**config.mk**
```make
export PLATFORM = sky130hd
export DESIGN_NAME = uart_tx
export DESIGN_NICKNAME = d
export VERILOG_FILES = /design/src/rtl/uart_tx.sv
export SDC_FILE = /design/constraint.sdc
export NUM_CORES = 1
export LEC_CHECK = 0
export BUFFER_PORTS_ARGS = -buffer_cell sky130_fd_sc_hd__buf_4
export CORE_AREA = 2 2 174 142
export CTS_CLUSTER_DIAMETER = 200
export DETAILED_ROUTE_END_ITERATION = 7
export DIE_AREA = 0 0 176 144
export PLACE_DENSITY_LB_ADDON = 0.25
export SLEW_MARGIN = 20
export SYNTH_ARGS = -nofsm -noshare
export SYNTH_HDL_FRONTEND = slang
export SYNTH_SLANG_ARGS = --single-unit
```
**constraint.sdc**
```tcl
create_clock -name sys_clk -period 3.8 [get_ports sys_clk]
set_input_delay 0.57 -clock sys_clk [delete_from_list [all_inputs] [get_ports sys_clk]]
set_output_delay 0.57 -clock sys_clk [all_outputs]
set_load 0.01 [all_outputs]
```
**src/rtl/uart_tx.sv**
```systemverilog
// Buffered 8-bit UART transmitter: a byte FIFO feeding a start/data/parity/stop serializer.
// Queued bytes leave as back-to-back frames; the line idles high.
module uart_tx #(
  parameter int unsigned UART_BPS   = 9600,
  parameter int unsigned CLK_FREQ   = 50_000_000,
  parameter int unsigned FIFO_AW    = 4,
  parameter int unsigned PARITY_EN  = 0,
  parameter int unsigned PARITY_ODD = 0,
  parameter int unsigned STOP_BITS  = 1
) (
  input  logic               sys_clk,
  input  logic               sys_rst_n,
  input  logic [7:0]         pi_data,
  input  logic               pi_flag,
  output logic               pi_ready,
  output logic               ovf_pulse,
  output logic [FIFO_AW:0]   fifo_cnt,
  output logic               tx_busy,
  output logic               tx
);

  localparam int unsigned BAUD_CNT_MAX = CLK_FREQ / UART_BPS;
  localparam int unsigned BAUD_W       = (BAUD_CNT_MAX > 1) ? $clog2(BAUD_CNT_MAX) : 1;
  localparam int unsigned DEPTH        = 1 << FIFO_AW;
  localparam int unsigned CNT_W        = FIFO_AW + 1;

  typedef enum logic [2:0] {
    S_IDLE   = 3'd0,
    S_START  = 3'd1,
    S_DATA   = 3'd2,
    S_PARITY = 3'd3,
    S_STOP   = 3'd4
  } state_t;

  logic [7:0]         r_mem [DEPTH];
  logic [FIFO_AW-1:0] r_wr_ptr;
  logic [FIFO_AW-1:0] r_rd_ptr;
  logic [CNT_W-1:0]   r_cnt;
  logic               r_ready;
  logic               r_ovf;

  state_t             r_state;
  logic [BAUD_W-1:0]  r_baud_cnt;
  logic [2:0]         r_bit_cnt;
  logic [7:0]         r_shift;
  logic               r_tx;
  logic               r_busy;

  logic               w_full;
  logic               w_empty;
  logic               w_wr;
  logic               w_pop;
  logic               w_baud_end;
  logic               w_last_stop;
  logic               w_parity;
  logic [7:0]         w_head;
  logic [CNT_W-1:0]   w_cnt_nxt;

  assign w_full      = (r_cnt == CNT_W'(DEPTH));
  assign w_empty     = (r_cnt == '0);
  assign w_wr        = pi_flag & ~w_full;
  assign w_head      = r_mem[r_rd_ptr];
  assign w_baud_end  = (r_baud_cnt == BAUD_W'(BAUD_CNT_MAX - 1));
  assign w_last_stop = (r_bit_cnt == 3'(STOP_BITS - 1));
  assign w_parity    = (^r_shift) ^ 1'(PARITY_ODD);

  // The FSM is the only consumer: pop when idle, or when the last stop bit ends.
  assign w_pop = ~w_empty &
                 ((r_state == S_IDLE) |
                  ((r_state == S_STOP) & w_baud_end & w_last_stop));

  always_comb begin
    w_cnt_nxt = r_cnt;
    case ({w_wr, w_pop})
      2'b10:   w_cnt_nxt = r_cnt + CNT_W'(1);
      2'b01:   w_cnt_nxt = r_cnt - CNT_W'(1);
      default: w_cnt_nxt = r_cnt;
    endcase
  end

  always_ff @(posedge sys_clk) begin
    if (w_wr) begin
      r_mem[r_wr_ptr] <= pi_data;
    end
  end

  always_ff @(posedge sys_clk or negedge sys_rst_n) begin
    if (!sys_rst_n) begin
      r_wr_ptr <= '0;
      r_rd_ptr <= '0;
      r_cnt    <= '0;
      r_ready  <= 1'b1;
      r_ovf    <= 1'b0;
    end else begin
      if (w_wr) begin
        r_wr_ptr <= r_wr_ptr + FIFO_AW'(1);
      end
      if (w_pop) begin
        r_rd_ptr <= r_rd_ptr + FIFO_AW'(1);
      end
      r_cnt   <= w_cnt_nxt;
      r_ready <= (w_cnt_nxt != CNT_W'(DEPTH));
      r_ovf   <= pi_flag & w_full;
    end
  end

  // Serializer: baud counter restarts on every bit boundary and stays at 0 while idle.
  always_ff @(posedge sys_clk or negedge sys_rst_n) begin
    if (!sys_rst_n) begin
      r_state    <= S_IDLE;
      r_baud_cnt <= '0;
      r_bit_cnt  <= '0;
      r_shift    <= '0;
      r_tx       <= 1'b1;
      r_busy     <= 1'b0;
    end else begin
      if ((r_state == S_IDLE) || w_baud_end) begin
        r_baud_cnt <= '0;
      end else begin
        r_baud_cnt <= r_baud_cnt + BAUD_W'(1);
      end

      case (r_state)
        S_IDLE: begin
          if (!w_empty) begin
            r_shift <= w_head;
            r_tx    <= 1'b0;
            r_busy  <= 1'b1;
            r_state <= S_START;
          end
        end
        S_START: begin
          if (w_baud_end) begin
            r_state   <= S_DATA;
            r_bit_cnt <= '0;
            r_tx      <= r_shift[0];
          end
        end
        S_DATA: begin
          if (w_baud_end) begin
            if (r_bit_cnt == 3'd7) begin
              r_bit_cnt <= '0;
              if (PARITY_EN != 0) begin
                r_state <= S_PARITY;
                r_tx    <= w_parity;
              end else begin
                r_state <= S_STOP;
                r_tx    <= 1'b1;
              end
            end else begin
              r_bit_cnt <= r_bit_cnt + 3'd1;
              r_tx      <= r_shift[r_bit_cnt + 3'd1];
            end
          end
        end
        S_PARITY: begin
          if (w_baud_end) begin
            r_state   <= S_STOP;
            r_bit_cnt <= '0;
            r_tx      <= 1'b1;
          end
        end
        S_STOP: begin
          if (w_baud_end) begin
            if (w_last_stop) begin
              r_bit_cnt <= '0;
              if (!w_empty) begin
                r_shift <= w_head;
                r_tx    <= 1'b0;
                r_state <= S_START;
              end else begin
                r_busy  <= 1'b0;
                r_state <= S_IDLE;
              end
            end else begin
              r_bit_cnt <= r_bit_cnt + 3'd1;
            end
          end
        end
        default: begin
          r_state <= S_IDLE;
        end
      endcase
    end
  end

  assign pi_ready  = r_ready;
  assign ovf_pulse = r_ovf;
  assign fifo_cnt  = r_cnt;
  assign tx_busy   = r_busy;
  assign tx        = r_tx;

endmodule
```
Yosys cells after proc, flatten, opt, wreduce, memory -nomap -nowiden
Memory sizes are Yosys's and may differ from the RTL's.
Index checks and enable logic that the tools add are counted.
{ "word_totals": {"regBits": 44, "latchBits": 0, "mem_bits_rw": 128, "rom_bits": 0, "inputBits": 11, "n_memories": 1} }
{ "mem_list": {"columns": ["name", "words", "width", "rd", "rd_ports_with_merged_regs", "wr", "line_no", "rtl"], "rows": [
  ["r_mem", 16, 8, 1, 0, 1, "35", "logic [7:0] r_mem [DEPTH];"]
]} }
{ "classes": {"addsub": 6, "mul": 0, "div_mod_pow": 0, "magnitude_cmp": 1, "eq_ne": 19, "n_shift": 0, "n_mux": 38, "bitwise": 8, "n_reduce_logical": 13} }
{ "op_table": {"columns": ["operator", "n"], "rows": [
  ["$mux 3", 12],
  ["$mux 8", 3],
  ["$ne 2x2->1 const B", 8],
  ["$pmux 8 s2", 1],
  ["$mux 1", 15],
  ["$pmux 3 s5", 1],
  ["$add 13x1->13 const B", 1],
  ["$eq 13x13->1 const B", 1],
  ["$mux 13", 1],
  ["$pmux 5 s2", 1],
  ["$pmux 3 s3", 1],
  ["$add 4x1->4 const B", 2],
  ["$reduce_and 7->1", 1],
  ["$eq 3x2->1 const B", 2],
  ["$eq 3x3->1 const B", 2],
  ["$logic_not 3->1", 2],
  ["$reduce_and 6->1", 1],
  ["$add 5x1->5 const B", 1],
  ["$and 1x1->1", 5],
  ["$eq 5x5->1 const B", 1],
  ["$logic_not 5->1", 1],
  ["$ne 5x5->1 const B", 1],
  ["$pmux 1 s5", 1],
  ["$reduce_and 5->1", 1],
  ["18 further kinds", 19]
]} }

Logic depth before layout (Yosys ltp)
Gate-level depths: netlist of the first run.
{ "depth": {"word_depth": 8, "mapped_depth": 14, "depth_no_buf": 13} }

Least setup slack after synthesis of the first run
Ideal clock, no wire load.
{ "synth_path": {"path_type": "register -> register", "startpoint": "register r_baud_cnt[0]", "endpoint": "register r_ready, in the netlist pi_ready", "setup_time_ns": 0.091, "arrival_time_ns": 2.813, "t_required_ns": 3.709, "slack_ns": 0.896, "path_stages_with_launch": 14, "path_buffers": 1, "path_cell_list": "dfrtp_1 ha_1 and4bb_2 a41o_1 nand2_1 buf_2 inv_1 ha_1 fa_1 a21o_1 a21oi_1 mux2i_1 xnor2_1 nand4bb_1"} }
{ "synth_via": {"elab_chain_len": 8} }
{ "synth_rtl": {"columns": ["item", "line_no", "rtl"], "rows": [
  ["start, declared", "43", "logic [BAUD_W-1:0] r_baud_cnt;"],
  ["start signal, assigned", "120", "r_baud_cnt <= r_baud_cnt + BAUD_W'(1);"],
  ["$eq 13x13->1 *", "63", "assign w_baud_end = (r_baud_cnt == BAUD_W'(BAUD_CNT_MAX - 1));"],
  ["$and 1x1->1 * (2 in a row)", "70", "((r_state == S_STOP) & w_baud_end & w_last_stop));"],
  ["$or 1x1->1 *", "69", "((r_state == S_IDLE) |"],
  ["$and 1x1->1 *", "68", "assign w_pop = ~w_empty &"],
  ["named net w_pop", "52", "logic w_pop;"],
  ["$eq 2x1->1 / $eq 2x2->1 (equally long branches)", "74", "case ({w_wr, w_pop})"],
  ["$pmux 5 s2 *", "74", null],
  ["named net w_cnt_nxt[4]", "57", "logic [CNT_W-1:0] w_cnt_nxt;"],
  ["$ne 5x5->1 *", "102", "r_ready <= (w_cnt_nxt != CNT_W'(DEPTH));"],
  ["end signal, assigned", "102", null],
  ["end, declared", "39", "logic r_ready;"]
]} }
Mark *: on every way through the listed nets, which the timed path passes. The rest lies on a longest branch.
A chain may end at the register's enable or synchronous reset.

Final worst setup path of the first run
{ "layout_path": {"startpoint": "register r_bit_cnt[0]", "endpoint": "register r_ready, in the netlist pi_ready"} }
{ "layout_via": {"elab_chain_len": 7} }
{ "layout_rtl": {"columns": ["item", "line_no", "rtl"], "rows": [
  ["start, declared", "44", "logic [2:0] r_bit_cnt;"],
  ["start signal, assigned", "151", "r_bit_cnt <= r_bit_cnt + 3'd1;"],
  ["start signal, assigned", "176", "r_bit_cnt <= r_bit_cnt + 3'd1;"],
  ["$logic_not 3->1 *", "64", "assign w_last_stop = (r_bit_cnt == 3'(STOP_BITS - 1));"],
  ["$and 1x1->1 *", "70", null],
  ["$or 1x1->1 *", "69", null],
  ["$and 1x1->1 *", "68", null],
  ["named net w_pop", "52", null],
  ["$eq 2x1->1 / $eq 2x2->1 (equally long branches)", "74", null],
  ["$pmux 5 s2 *", "74", null],
  ["named net w_cnt_nxt[4]", "57", null],
  ["$ne 5x5->1 *", "102", null]
]} }
Marks and branches as above.

==> results.tsv, run 1 <==
stage	metric	value	unit
run_status	run_status	completed	
power	p_switching	1880	uW
route	routed_wl	14.4	mm
job	max_cap_violations	0	
power	p_sw_share	31.9	%
grt	grt_max_degree	45	
grt	first_global_vias	3898	
route	routedWlPerCell	17.9	um
clock_network	post_cts_buffers	0	
clock_network	clkTransAtPathRegs	0.07	ns
cells_and_area	nNetsFinal	496	
route	dr_total_vias	3777	
floorplanning	boundaryPins	20	
clock_network	h-tree-depth	4	
setup_path	endpoint_kind	flip-flop	
route	antenna_left	0	
clock_network	cts_tree	done	
sta	layout_min_cycle_time	2.98	ns
sta	setup_violations	0	
power	p_int	4020	uW
placement	gp_congestion	0.852	
logic_synthesis	synth_edf_count	128	
sta	timing.final.crit_share	78.5	%
grt	gr-total-overflow	0	
floorplanning	die_area	25300	sq um
worst_hold_path	hold_class	input pin to async pin	
logic_synthesis	synthFlopType	edfxtp_1	
setup_path	r2r-end	pi_ready	
clock_network	cts_sinks	172	
clock_network	hold_buffers	0	
logic_synthesis	synth_cells	444	
placement	pre_cts_slack	0.825	ns
power	powerDensity	707	nW/um^2
grt	grt_use_total	12.1	%
setup_path	timing.rr.start	r_bit_cnt[0]	
cells_and_area	final_layout_size_suffix_gt1_share	22.7	%
logic_synthesis	synth_cell_types	51	
power	p_leak	0.00292	uW
sta	hold_viol_final	0	
floorplanning	core	23800	sq um
cells_and_area	diodes	0	
cells_and_area	final_cell_count_no_fill	802	
logic_synthesis	synthArstFlopShare	25.6	%
floorplanning	initial_core_util	30.3	%
floorplanning	fp.dieH	144	um
logic_synthesis	synth.net_count	469	
power	ir_drop	0.000311	V
route	post_drt_via_cell_ratio	4.71	
clock_network	clock_path_buffers	2	
sta	worstMarginPinSlew	1.04	ns
floorplanning	die_w	176	um
logic_synthesis	synth_area	7220	sq um
setup_path	startpoint_type	flip-flop	
power	clkPwrFrac	30.2	%
logic_synthesis	yosys_warnings	0	
setup_path	worstRegToRegCells	13	
clock_network	cts-root-buf	clkbuf_16	
setup_path	critPathMaxFanout	7	
grt	grt_pass1_wl	22.4	mm
sta	rsz0062_at_grt	no	
clock_network	cts_resized	0	
sta	finalClockSkew	0.0122	ns
setup_path	arrival	3.34	ns
route	drc_errors	0	
setup_path	crit_type	flip-flop to flip-flop	
logic_synthesis	synth_seq_cells	172	
grt	antenna_found_initial	0	
sta	fmax	335	MHz
sta	fin_ws	0.816	ns
sta	tns	0	ns
power	combPwrFrac	26.0	%
sta	slew_violations	0	
logic_synthesis	syn_area_per_cell	16.3	sq um
sta	max-slew-margin-rel	30.4	%
route	drt_iter0_drc	322	
placement	dp_hpwl	9.76	mm
clock_network	numCtsBuffers	17	
setup_path	rrSetupSlack	0.82	ns
cells_and_area	synthToLayoutAreaGrowth	15.5	%
route	drt_first_pass_iters	5	
placement	portBuffers	19	
setup_path	crit_required	4.16	ns
placement	dp_cells	770	
floorplanning	placementRows	51	
clock_network	clk_latency	0.44	ns
power	seqPwrFrac	43.9	%
logic_synthesis	ys_seq_area_share	68.5	%
[area by class of cell]
cell class                      count  area (sq um)
Fill cell                        2248         15500
Sequential cell                   172          4950
Multi-Input combinational cell    240          2120
Clock buffer                       17           425
Tap cell                          318           398
Timing Repair Buffer               29           218
Clock inverter                     15           190
Inverter                           11          41.3
[Yosys cell counts, types with 2 or more instances]
master | instances | area, sq um
edfxtp_1 | 128 | 3840
dfrtp_1 | 42 | 1050
nor2_1 | 40 | 150
mux4_2 | 33 | 743
nand2_1 | 30 | 113
ha_1 | 13 | 163
inv_1 | 11 | 41.3
a21oi_1 | 10 | 50.1
o21ai_0 | 10 | 50.1
xnor2_1 | 10 | 87.6
xor2_1 | 10 | 87.6
o21ai_1 | 9 | 45.0
a22o_1 | 8 | 70.1
buf_2 | 8 | 40.0
nand3_1 | 6 | 30.0
a221oi_1 | 5 | 43.8
clkbuf_1 | 5 | 18.8
nand4_1 | 5 | 31.3
buf_1 | 4 | 15.0
nand2b_1 | 4 | 25.0
nor2b_1 | 4 | 25.0
nor3_1 | 4 | 20.0
a221oi_2 | 3 | 45.0
and3_1 | 3 | 18.8
and4bb_2 | 3 | 37.5
buf_6 | 3 | 33.8
mux2i_1 | 3 | 30.0
a21o_1 | 2 | 15.0
dfstp_2 | 2 | 52.6
nor4_1 | 2 | 12.5
o22ai_1 | 2 | 12.5
o41ai_1 | 2 | 17.5
or3_1 | 2 | 12.5
[worst max-delay path by stage]
stage,startpoint,end,slack [ns],depth (start not counted)
finish,r_bit_cnt[0],pi_ready,0.82,13
CTS,r_bit_cnt[0],pi_ready,0.80,13
floorplan,r_baud_cnt[0],pi_ready,0.90,13
detailed placement,pi_flag,pi_ready,0.82,10
global placement,r_bit_cnt[0],pi_ready,0.88,13
global route,r_bit_cnt[0],pi_ready,0.49,13
[logic make-up (layout without fill, tap and decap cells)]
family | count (synthesis) | after routing | synth area share, %
AO/OA/AOI/OAI | 58 | 58 | 5.77
XOR/XNOR | 20 | 20 | 2.43
adder cells (fa/ha/maj) | 14 | 14 | 2.53
buffers and inverters | 32 | 72 | 2.17
flip-flops | 172 | 172 | 68.5
multiplexers | 39 | 39 | 11.2
AND/OR/NAND/NOR | 109 | 109 | 7.38
[routing by layer]
metal	routed length (um)	track usage, %	up-vias
li1	-	-	1771
met1	7100	17.0	1933
met2	6560	18.4	59
met3	493	2.89	14
met4	204	4.22	0
met5	0	0	-
[stage by stage]
stage / area, sq um / total power (uW) / util [%] / hold slack, ns
finish: 8340 / 5900 / 35.0 / 0.120
global route: 8340 / 6210 / 35.0 / 0.154
CTS: 8340 / 5980 / 35.0 / 0.136
detailed placement: 7720 / 4190 / 32.5 / 0.482
global placement: 7720 / 4150 / 32.5 / 0.484
floorplan: 7220 / 3700 / - / 0.274
[critical path: stages (launching register included)]
cell	delay (ns)
dfrtp_1	0.46
inv_1	0.07
ha_1	0.21
nor2b_1	0.18
a41o_1	0.29
nand2_1	0.10
inv_1	0.05
ha_1	0.26
fa_1	0.43
a21o_1	0.18
a21oi_1	0.18
mux2i_1	0.24
xnor2_1	0.16
nand4bb_1	0.12
[registers in the layout, summed over array words and instances, names as in the netlist, 3 cells and up]
register    count
r_mem         128
r_wr_ptr        4
r_rd_ptr        4
r_baud_cnt     13
r_bit_cnt       3
r_shift         8
fifo_cnt        5
r_state         3
[layout by cell type, fill, tap and decap left out, drive strengths merged, types with 2 or more instances in the layout]
cell	count
nor4	3
and3	3
clkinv	3
a221oi	8
inv	22
mux2	3
buf	29
nor2	40
or3	2
a22o	8
and4bb	3
mux4	33
a21o	2
xor2	10
nand2b	4
o22ai	2
edfxtp	128
dfstp	2
o41ai	2
clkbuf	17
xnor2	10
nand4	5
nand3	6
nor3	4
a21oi	11
nand2	30
ha	13
dfrtp	42
o21ai	19
nor2b	5
mux2i	3
[power groups by stage]
stage / sequential, uW / clock [uW] / combinational (uW)
floorplan: 2500 / 0 / 1200
detailed placement: 2630 / 0 / 1550
global route: 2630 / 1900 / 1670
finish: 2590 / 1780 / 1530
CTS: 2600 / 1830 / 1560
global placement: 2620 / 0 / 1530
Note: power is estimated with default switching activity, not from simulation.
==> run 2, diff against run 1 <==
--- a/config.mk
+++ b/config.mk
@@ -5,11 +5,12 @@
 export SDC_FILE = /design/constraint.sdc
 export NUM_CORES = 1
 export LEC_CHECK = 0
+export ABC_AREA = 1
 export BUFFER_PORTS_ARGS = -buffer_cell sky130_fd_sc_hd__buf_4
-export CORE_AREA = 2 2 174 142
+export CORE_AREA = 2 2 180 147
 export CTS_CLUSTER_DIAMETER = 200
 export DETAILED_ROUTE_END_ITERATION = 7
-export DIE_AREA = 0 0 176 144
+export DIE_AREA = 0 0 182 149
 export PLACE_DENSITY_LB_ADDON = 0.25
 export SLEW_MARGIN = 20
 export SYNTH_ARGS = -nofsm -noshare
==> constraint.sdc (replaced) <==
create_clock -name sys_clk -period 3.1 [get_ports sys_clk]
set_input_delay 0.465 -clock sys_clk [delete_from_list [all_inputs] [get_ports sys_clk]]
set_output_delay 0.465 -clock sys_clk [all_outputs]
set_load 0.01 [all_outputs]
==> run 2 against run 1 <==
Clock power increased by 17%. Count of clock-buffer cells in the layout unchanged. Utilization fell by 0.30 points. Sequential share of layout area down 3.7 points. Synthesized cell count increased by 78%. Largest cell class unchanged. Critical path type unchanged. Maximum frequency up 9.9%. First-iteration DRC count increased by 24%. Sequential power grew 8.1%. Via count increased by 39%.
==> results.tsv, run 2 <==
stage	metric	value	unit
logic_synthesis	synthFlopType	edfxtp_1	
cells_and_area	synthToLayoutAreaGrowth	15.2	%
setup_path	crit_type	flip-flop to flip-flop	
grt	gr-total-overflow	0	
route	dr_total_vias	5244	
logic_synthesis	yosysMostFrequentCell	nand2_1	
route	post_drt_via_cell_ratio	4.49	
grt	grt_pass1_wl	28.2	mm
sta	layout_min_cycle_time	2.71	ns
grt	grt_max_degree	67	
sta	fmax	368	MHz
logic_synthesis	synth_cells	791	
logic_synthesis	yosys_warnings	0	
worst_hold_path	hold_class	input pin to async pin	
placement	portBuffers	19	
sta	finalClockSkew	0.0161	ns
clock_network	clkTransAtPathRegs	0.07	ns
clock_network	cts-root-buf	clkbuf_16	
route	antenna_left	0	
placement	dp_hpwl	11.2	mm
clock_network	hold_buffers	0	
power	powerDensity	618	nW/um^2
placement	postPlaceCellArea	8310	sq um
grt	grt_use_total	13.7	%
logic_synthesis	synthArstFlopShare	25.6	%
route	routed_wl	17.7	mm
grt	first_global_vias	5044	
cells_and_area	top_regs	r_mem x128, r_baud_cnt x13, r_shift x8	
floorplanning	boundaryPins	20	
power	p_leak	0.00368	uW
logic_synthesis	synthTopCellsByCount	nand2_1 (278), edfxtp_1 (128), nand3_1 (83)	
sta	max-slew-margin-rel	47.7	%
route	routedWlPerCell	15.1	um
setup_path	critPathMaxFanout	11	
clock_network	cts_tree	done	
logic_synthesis	synth_seq_cells	172	
setup_path	r2r-end	pi_ready	
cells_and_area	diodes	0	
setup_path	arrival	3.06	ns
sta	slew_violations	0	
cells_and_area	largest_register_ff_count	128	
clock_network	h-tree-depth	4	
setup_path	worstRegToRegCells	16	
cells_and_area	nNetsFinal	850	
sta	hold_viol_final	0	
setup_path	rrSetupSlack	0.39	ns
sta	fin_hold_ws	0.0306	ns
cells_and_area	design_area	8890	sq um
clock_network	cts_sinks	172	
floorplanning	core	25600	sq um
logic_synthesis	synth_area	7720	sq um
clock_network	clock_path_buffers	2	
sta	tns	0	ns
floorplanning	die_area	27100	sq um
power	ir_drop	0.000387	V
logic_synthesis	synth_cell_types	30	
run_status	run_status	completed	
floorplanning	initial_core_util	30.2	%
logic_synthesis	ys_seq_area_share	64.1	%
clock_network	clk_latency	0.44	ns
logic_synthesis	yosysTopAreaCell	edfxtp_1	
cells_and_area	layout_commonest_cell	nand2_1	
logic_synthesis	syn_area_per_cell	9.76	sq um
grt	antenna_found_initial	0	
cells_and_area	layout_common_cells	nand2_1 (278), edfxtp_1 (128), nand3_1 (83)	
clock_network	numCtsBuffers	17	
cells_and_area	final_cell_count_no_fill	1168	
setup_path	timing.rr.start	r_bit_cnt[0]	
cells_and_area	top_register	r_mem	
logic_synthesis	synth_area_leaders	edfxtp_1 (50%), dfrtp_1 (14%), nand2_1 (14%)	
route	drt_iter0_drc	400	
setup_path	crit_required	3.45	ns
job	max_cap_violations	0	
setup_path	endpoint_kind	flip-flop	
setup_path	startpoint_type	flip-flop	
placement	gp_congestion	0.806	
sta	worstMarginPinSlew	0.784	ns
sta	setup_violations	0	
logic_synthesis	synth_top_area_share	49.8	%
floorplanning	fp.dieH	149	um
sta	rsz0062_at_grt	no	
placement	dp_cells	1136	
floorplanning	placementRows	53	
cells_and_area	final_layout_size_suffix_gt1_share	11.0	%
logic_synthesis	synth_edf_count	128	
logic_synthesis	synth.net_count	816	
floorplanning	die_w	182	um
route	drt_first_pass_iters	5	
sta	timing.final.crit_share	87.5	%
route	drc_errors	0	
[run 2: changes by cell type in the layout (fill, tap and decap cells not counted), sizes merged, moves of 15 or more]
cell,before,now
mux4,33,0
nor2,40,73
nand3,6,83
nand2,30,280
inv,22,70
o21ai,19,34
[run 2: worst max-delay path by stage]
stage                            start       end  slack [ns]
after floorplan           r_bit_cnt[0]  pi_ready        0.54
after global placement    r_bit_cnt[0]  pi_ready        0.30
after detailed placement  r_bit_cnt[0]  pi_ready        0.23
after CTS                 r_bit_cnt[0]  pi_ready        0.24
after global routing      r_bit_cnt[0]  pi_ready        0.06
final                     r_bit_cnt[0]  pi_ready        0.39
[run 2: worst max-delay path: stages, from the launching register on]
cell      delay, ns
dfrtp_1        0.44
inv_2          0.13
ha_1           0.16
inv_1          0.05
o21ai_1        0.16
nand2_1        0.09
nor2_1         0.13
nand2_2        0.17
inv_2          0.10
ha_2           0.25
ha_1           0.29
a21oi_1        0.17
nand2_1        0.07
nand2_1        0.05
nand2_1        0.04
a21boi_0       0.24
nand3_1        0.11
[run 2: cell type report]
| cell class | count | area (sq um) |
|---|---|---|
| clock inverter | 15 | 149 |
| tap | 330 | 413 |
| fill | 2612 | 16700 |
| inverter | 65 | 244 |
| multi-input combinational | 526 | 2390 |
| sequential | 172 | 4950 |
| clock buffer | 17 | 425 |
| timing repair buffer | 43 | 323 |
[run 2: logic make-up (layout without fill, tap and decap cells)]
group	after synthesis	in the layout	synth area share (%)
AOI/OAI and AO/OA	51	51	3.39
xor gates and xnor gates	9	9	1.02
adders and majority gates	14	14	2.37
buffers and inverters	93	140	5.02
DFF	172	172	64.1
and+or+nand+nor	452	452	24.1
[run 2: repair_timing]
item,CTS,global route
setup endpoints to repair,0,2
gates resized for setup,0,2
setup buffers,0,0
[run 2: metal layers]
layer	up-vias	share of wire, %	global-route usage, %
met1	2469	53	20.6
met3	16	3.1	2.22
met2	87	43	20.0
met4	0	1.1	4.68
li1	2672	-	-
met5	-	0	0
[run 2: power by group]
| group | total (uW) | switching [uW] | leakage, uW | internal, uW |
|---|---|---|---|---|
| Combinational | 619 | 407 | 0.00169 | 212 |
| Sequential | 2800 | 99.2 | 0.00170 | 2700 |
| Clock | 2080 | 1000 | 0.000283 | 1070 |
| Total | 5490 | 1510 | 0.00368 | 3980 |
[run 2: stage by stage]
step	setup WS, ns	power (uW)	util [%]
detailed placement	0.233	3470	32.5
CTS	0.236	5550	34.7
global route	0.0607	5730	34.7
global placement	0.295	3460	32.5
finish	0.386	5490	34.7
floorplan	0.539	3190	-
